## src/rtl/pu_window_gen.sv

```systemverilog
// pu_window_gen: img2col unit that assembles a KxK window from dual-port pixel writes and
// reuses the overlapping columns across slides. Define PU_NEIGHBOUR_OUT_EN to publish them.
module pu_window_gen #(
    parameter int DATA_WIDTH = 16,
    parameter int K          = 5,
    parameter int STRIDE     = 1,
    parameter int ADDR_W     = $clog2(K * K)
) (
    input  logic                                  clk,
    input  logic                                  nrst,
    input  logic                                  start,
    input  logic                                  round,
    input  logic                                  wr_en1,
    input  logic                                  wr_en2,
    input  logic [ADDR_W-1:0]                     adrs_in1,
    input  logic [ADDR_W-1:0]                     adrs_in2,
    input  logic [DATA_WIDTH-1:0]                 new1,
    input  logic [DATA_WIDTH-1:0]                 new2,
    output logic [K*K*DATA_WIDTH-1:0]             win_data,
    output logic                                  win_valid,
    input  logic                                  win_ready,
    output logic [(K-STRIDE)*K*DATA_WIDTH-1:0]    neighbour_out,
    output logic                                  neighbour_out_flag,
    output logic                                  busy,
    output logic                                  err
);
    localparam int N     = K * K;
    localparam int RESV  = (K - STRIDE) * K;
    localparam int SHIFT = STRIDE * K;
    localparam logic [ADDR_W:0] N_A    = (ADDR_W + 1)'(N);
    localparam logic [ADDR_W:0] RESV_A = (ADDR_W + 1)'(RESV);

    typedef enum logic [1:0] {
        IDLE = 2'd0,
        LOAD = 2'd1,
        EMIT = 2'd2
    } state_t;

    state_t                state_q, state_d;
    logic [DATA_WIDTH-1:0] win_q     [N];
    logic [DATA_WIDTH-1:0] win_d     [N];
    logic [DATA_WIDTH-1:0] shift_src [N];
    logic [N-1:0]          loaded_q, loaded_d;
    logic [N-1:0]          req_mask, hit1, hit2;
    logic                  incr_q, incr_d;
    logic                  resv_ok_q, resv_ok_d;
    logic                  err_q, err_d;
    logic                  start_fire, start_incr, start_err;
    logic                  in_load, hs, done;
    logic                  bad1, bad2, ok1, ok2;

    genvar gi;

    assign start_fire = (state_q == IDLE) && start;
    assign start_incr = start_fire && round && resv_ok_q;
    assign start_err  = start_fire && round && !resv_ok_q;
    assign in_load    = (state_q == LOAD);

    // Incremental loads may only touch the freshly shifted-in columns.
    assign bad1 = in_load && wr_en1 &&
                  (({1'b0, adrs_in1} >= N_A) || (incr_q && ({1'b0, adrs_in1} < RESV_A)));
    assign bad2 = in_load && wr_en2 &&
                  (({1'b0, adrs_in2} >= N_A) || (incr_q && ({1'b0, adrs_in2} < RESV_A)));
    assign ok1  = in_load && wr_en1 && !bad1;
    assign ok2  = in_load && wr_en2 && !bad2;

    generate
        for (gi = 0; gi < N; gi++) begin : g_entry
            assign hit1[gi]     = ok1 && (adrs_in1 == ADDR_W'(gi));
            assign hit2[gi]     = ok2 && (adrs_in2 == ADDR_W'(gi));
            assign req_mask[gi] = (gi >= RESV) ? 1'b1 : !incr_q;
            if (gi < RESV) begin : g_shift
                assign shift_src[gi] = win_q[gi + SHIFT];
            end else begin : g_keep
                assign shift_src[gi] = win_q[gi];
            end
            assign win_data[gi*DATA_WIDTH +: DATA_WIDTH] = win_q[gi];
        end
    endgenerate

    always_comb begin
        for (int i = 0; i < N; i++) begin
            win_d[i]    = win_q[i];
            loaded_d[i] = loaded_q[i];
            if (start_fire && !start_incr) begin
                loaded_d[i] = 1'b0;
            end
            if (hit2[i]) begin
                win_d[i]    = new2;
                loaded_d[i] = 1'b1;
            end else if (hit1[i]) begin
                win_d[i]    = new1;
                loaded_d[i] = 1'b1;
            end
            if (hs) begin
                win_d[i] = shift_src[i];
                if (i >= RESV) begin
                    loaded_d[i] = 1'b0;
                end
            end
        end
    end

    assign done      = &(loaded_d | ~req_mask);
    assign incr_d    = start_fire ? start_incr : incr_q;
    assign resv_ok_d = resv_ok_q | hs;
    assign err_d     = start_err | bad1 | bad2;
    assign err       = err_q;

    always_ff @(posedge clk or negedge nrst) begin
        if (!nrst) begin
            state_q <= IDLE;
        end else begin
            state_q <= state_d;
        end
    end

    always_comb begin
        state_d = state_q;
        case (state_q)
            IDLE:    if (start)     state_d = LOAD;
            LOAD:    if (done)      state_d = EMIT;
            EMIT:    if (win_ready) state_d = IDLE;
            default:                state_d = IDLE;
        endcase
    end

    always_comb begin
        win_valid = 1'b0;
        busy      = 1'b0;
        hs        = 1'b0;
        case (state_q)
            LOAD: busy = 1'b1;
            EMIT: begin
                busy      = 1'b1;
                win_valid = 1'b1;
                hs        = win_ready;
            end
            default: ;
        endcase
    end

    always_ff @(posedge clk or negedge nrst) begin
        if (!nrst) begin
            for (int i = 0; i < N; i++) begin
                win_q[i] <= '0;
            end
            loaded_q  <= '0;
            incr_q    <= 1'b0;
            resv_ok_q <= 1'b0;
            err_q     <= 1'b0;
        end else begin
            for (int i = 0; i < N; i++) begin
                win_q[i] <= win_d[i];
            end
            loaded_q  <= loaded_d;
            incr_q    <= incr_d;
            resv_ok_q <= resv_ok_d;
            err_q     <= err_d;
        end
    end

`ifdef PU_NEIGHBOUR_OUT_EN
    logic [DATA_WIDTH-1:0] nb_q [RESV];
    logic                  nb_flag_q;

    // Captures the post-shift low columns, i.e. the pre-shift columns STRIDE..K-1.
    always_ff @(posedge clk or negedge nrst) begin
        if (!nrst) begin
            for (int j = 0; j < RESV; j++) begin
                nb_q[j] <= '0;
            end
            nb_flag_q <= 1'b0;
        end else begin
            nb_flag_q <= hs;
            if (hs) begin
                for (int j = 0; j < RESV; j++) begin
                    nb_q[j] <= shift_src[j];
                end
            end
        end
    end

    generate
        for (gi = 0; gi < RESV; gi++) begin : g_nb
            assign neighbour_out[gi*DATA_WIDTH +: DATA_WIDTH] = nb_q[gi];
        end
    endgenerate
    assign neighbour_out_flag = nb_flag_q;
`else
    assign neighbour_out      = '0;
    assign neighbour_out_flag = 1'b0;
`endif

endmodule

```

## config.mk

```make
export PLATFORM = sky130hd
export DESIGN_NAME = pu_window_gen
export DESIGN_NICKNAME = d
export VERILOG_FILES = /design/src/rtl/pu_window_gen.sv
export SDC_FILE = /design/constraint.sdc
export NUM_CORES = 1
export LEC_CHECK = 0
export ABC_AREA = 1
export BUFFER_PORTS_ARGS = -buffer_cell sky130_fd_sc_hd__buf_4
export CAP_MARGIN = 20
export CORE_AREA = 2 2 299 301
export DETAILED_ROUTE_END_ITERATION = 8
export DIE_AREA = 0 0 301 303
export PLACE_DENSITY = 0.57
export SETUP_SLACK_MARGIN = 0.15
export SYNTH_ARGS = -nofsm -noshare
export SYNTH_HDL_FRONTEND = slang
export SYNTH_SLANG_ARGS = --single-unit
```

## constraint.sdc

```tcl
create_clock -name clk -period 2.55 [get_ports clk]
set_input_delay 0.1275 -clock clk [delete_from_list [all_inputs] [get_ports clk]]
set_output_delay 0.1275 -clock clk [all_outputs]
set_load 0.02 [all_outputs]
```

==> metrics.txt <==
outcome=finished, final reports clean; Worst VDD drop=between 0.6 and 0.7 mV; Via Count=roughly 25k; CP Data Arrival Time=around 2.9 ns; vias in the first global route=approximately 22k; first-pass GRT wire length=~170,000 µm; CTS tree=yes; die width=approximately 300 µm; Max stage delay on crit path=0.42 ns; worst-margin pin slew=1.01 ns; Buf/Inv on CP=3; final worst path period need=roughly 2.3 ns; synth unique cells=31; Ports=773; clk_lat worst skew=0.62 ns; Max FO, Critical Path=80; Fin Clk Skew=approximately 0.022 ns; # rows=around 110; placed inst area=29,600 µm²; DRC viols=0; die area=slightly above 90,000 µm²; 1st-iter DRT viols=approximately 2.8k; layout cell share with drive strength beyond 1=20.0%; max-slew violations=0; CTS sink cnt=430; PD cells=1200 nW/µm²; Routed WL per cell=between 20 and 30 µm; startpoint type of the worst setup path=flip-flop; Area Overhead vs Synth=25.3%; main flop type after synthesis=dfrtp_1; final net count=3,699; Fin. Hold Viols=0; Synth Cell Area=25,600 µm²; largest net degree at the start of global routing=between 90 and 100; # Max-Cap Violations=0; final worst-path cycle share=90.6%; Root Driver=clkbuf_16; Req. time, crit path=between 3 and 4 ns; Hold Path Origin=wr_en2; Setup Viol. Count Final=0; register area share after synthesis=between 40% and 50%; total track usage=a little over a quarter; Slew headroom=32.5%; initial antenna violation count=8; hold crit path type=in -> reg; highest-delay cell along the critical path=dfrtp_2; f_max=around 430 MHz; crit-path cells=inv_2 > ha_1 > nand2_4 > buf_12 > buf_12 > o21ai_0 > a21oi_1 > o22a_1; Overflow after GRT=0; Initial Util=between 20% and 30%; Clock Path Buffers=3; H-tree levels=2; Core Region=between 80,000 and 90,000 µm²; IO buf count=451; CP Launch Point=state_q[0]; Final Cell Area=approximately 32,000 µm²; Synth Instances=about 3.3k; drt pass-1 iters=5; Post-synth ARST share=100%; R2R Path Start=state_q[0]; DR vias/cell=roughly 5.2; Num CTS Buffers=between 50 and 60; clock slew at reported path FFs=0.07 ns; Static Leak=approximately 15 nW; Antenna Nets Post-Route=0; Yosys reg bits=430; Setup TNS=0 ns; Syn Area/Cell=roughly 7.9 µm²; Post-synth EDFFs=0; Worst path top cell family by delay=compound AO/OA/AOI/OAI gates; Ys Warns=0; post-DP HPWL=89,900 µm; Fill cells=~9.2k; GP Congestion=between 0.9 and 1; final WL=~130,000 µm; most frequent CP cell=buf_12; Die Ht=a little over 300 µm; CP Capture Type=flip-flop; RSZ-0062 raised after global routing=no; Crit Path Category=reg -> reg
## kinds of logic after synthesis
| logic type | share of synthesized area, % |
|---|---|
| AOI/OAI and AO/OA | 27.9 |
| buffers and inverters | 18.1 |
| and+or+nand+nor | 11.7 |
| DFF | 42.1 |
| adders and majority gates | 0.245 |
| other | 0.0147 |
## report_power, final
group / internal, mW / leakage (nW) / total [mW] / switching [mW]
logic: 6.94 / 9.16 / 17.7 / 10.7
clock network: 4.52 / 0.863 / 7.76 / 3.24
registers: 9.84 / 5.18 / 13.1 / 3.26
total: 21.3 / 15.2 / 38.5 / 17.2
## cells in the final DEF, fill, tap and decap left out, types with 4 or more instances in the layout
cell           count
clkinv_1           8
o21ai_0          508
dfrtp_1          429
a211oi_1         159
bufinv_16          6
nand4_1           16
a21oi_2            5
o22a_1            80
o21ai_1           10
nor3_1             9
nor2_2             9
a21oi_1          116
nor4_1             5
nor2_1           291
nand3_2            8
inv_1            261
buf_12            46
nand3_1           52
clkinv_2          16
nand2_2           11
clkbuf_8           8
o22ai_1          162
dlygate4sd3_1     36
a31oi_1           28
clkbuf_1           6
nand2_1          340
inv_6              4
o211ai_1         111
buf_4            548
clkbuf_16         54
conb_1           321
## metrics by stage
step / worst slack [ns] / total power [mW] / std cells / utilization, % / hold WS (ns)
global route: 0.121 / 40.4 / 4853 / 36.4 / 0.0437
CTS: 0.164 / 38.4 / 4838 / 36.1 / 0.00625
finish: 0.239 / 38.5 / 4855 / 36.4 / 0.0402
detailed placement: 0.177 / 30.5 / 4707 / 33.7 / 0.125
global placement: 0.108 / 30.4 / 4707 / 33.7 / 0.123
floorplan: 0.283 / 21.5 / 3576 / - / -0.168
## state kept, by name (all words and copies together) (netlist names)
name and cells:
state_q 2, resv_ok_q 1, incr_q 1, loaded_q 25, err 1, win_data 400
## area by class of cell
class                   count  area [µm²]  area share [%]
inverters                 273        1030            3.21
well taps                1165        1460            4.55
flip-flops and latches    430       10800            33.6
multi-input cells        2253       11500            36.0
diodes                      3        7.51          0.0234
clock buffers              65        1410            4.40
repair buffers            636        5510            17.2
clock inverters            30         327            1.02
## cells in the mapped netlist (all sizes together) (80+ instances only)
cell | n | area (µm²)
dfrtp | 430 | 10800
o22a | 80 | 701
inv | 265 | 995
a211oi | 161 | 1210
clkbuf | 221 | 830
o22ai | 162 | 1010
buf | 399 | 2760
a21oi | 121 | 609
nor2 | 301 | 1140
nand2 | 354 | 1360
o21ai | 518 | 2590
o211ai | 111 | 833
## per-layer routing
metal	global-route usage (%)	share of wire (%)
met3	8.10	11
met4	9.69	3.9
met1	35.9	41
met5	0	0.033
met2	39.1	44
## worst paths after layout
| check | end | slack, ns | cells past startpoint |
|---|---|---|---|
| worst max-delay path | win_data[115] | 0.24 | 8 |
| max in group asynchronous | win_data[181] | 1.58 | 3 |
| min in group asynchronous | win_data[393] | 0.06 | 2 |
| worst min-delay path | err | 0.04 | 5 |
| worst max register to register | win_data[115] | 0.24 | 8 |
| worst min register to register | loaded_q[17] | 0.48 | 2 |
## timing repair
item | 4_1_cts | 5_1_grt
gates resized for setup | 0 | 29
hold buffers | 36 | 0
buffers inserted | 0 | 10
hold endpoints to repair | 336 | 0
setup endpoints to repair | 0 | 180
## worst reg2reg max path: stages, from the launching register on
cell     delay (ns)
dfrtp_2        0.42
inv_2          0.08
ha_1           0.26
nand2_4        0.23
buf_12         0.22
buf_12         0.32
o21ai_0        0.17
a21oi_1        0.35
o22a_1         0.18
No activity file was read; power rests on OpenSTA's default activity.
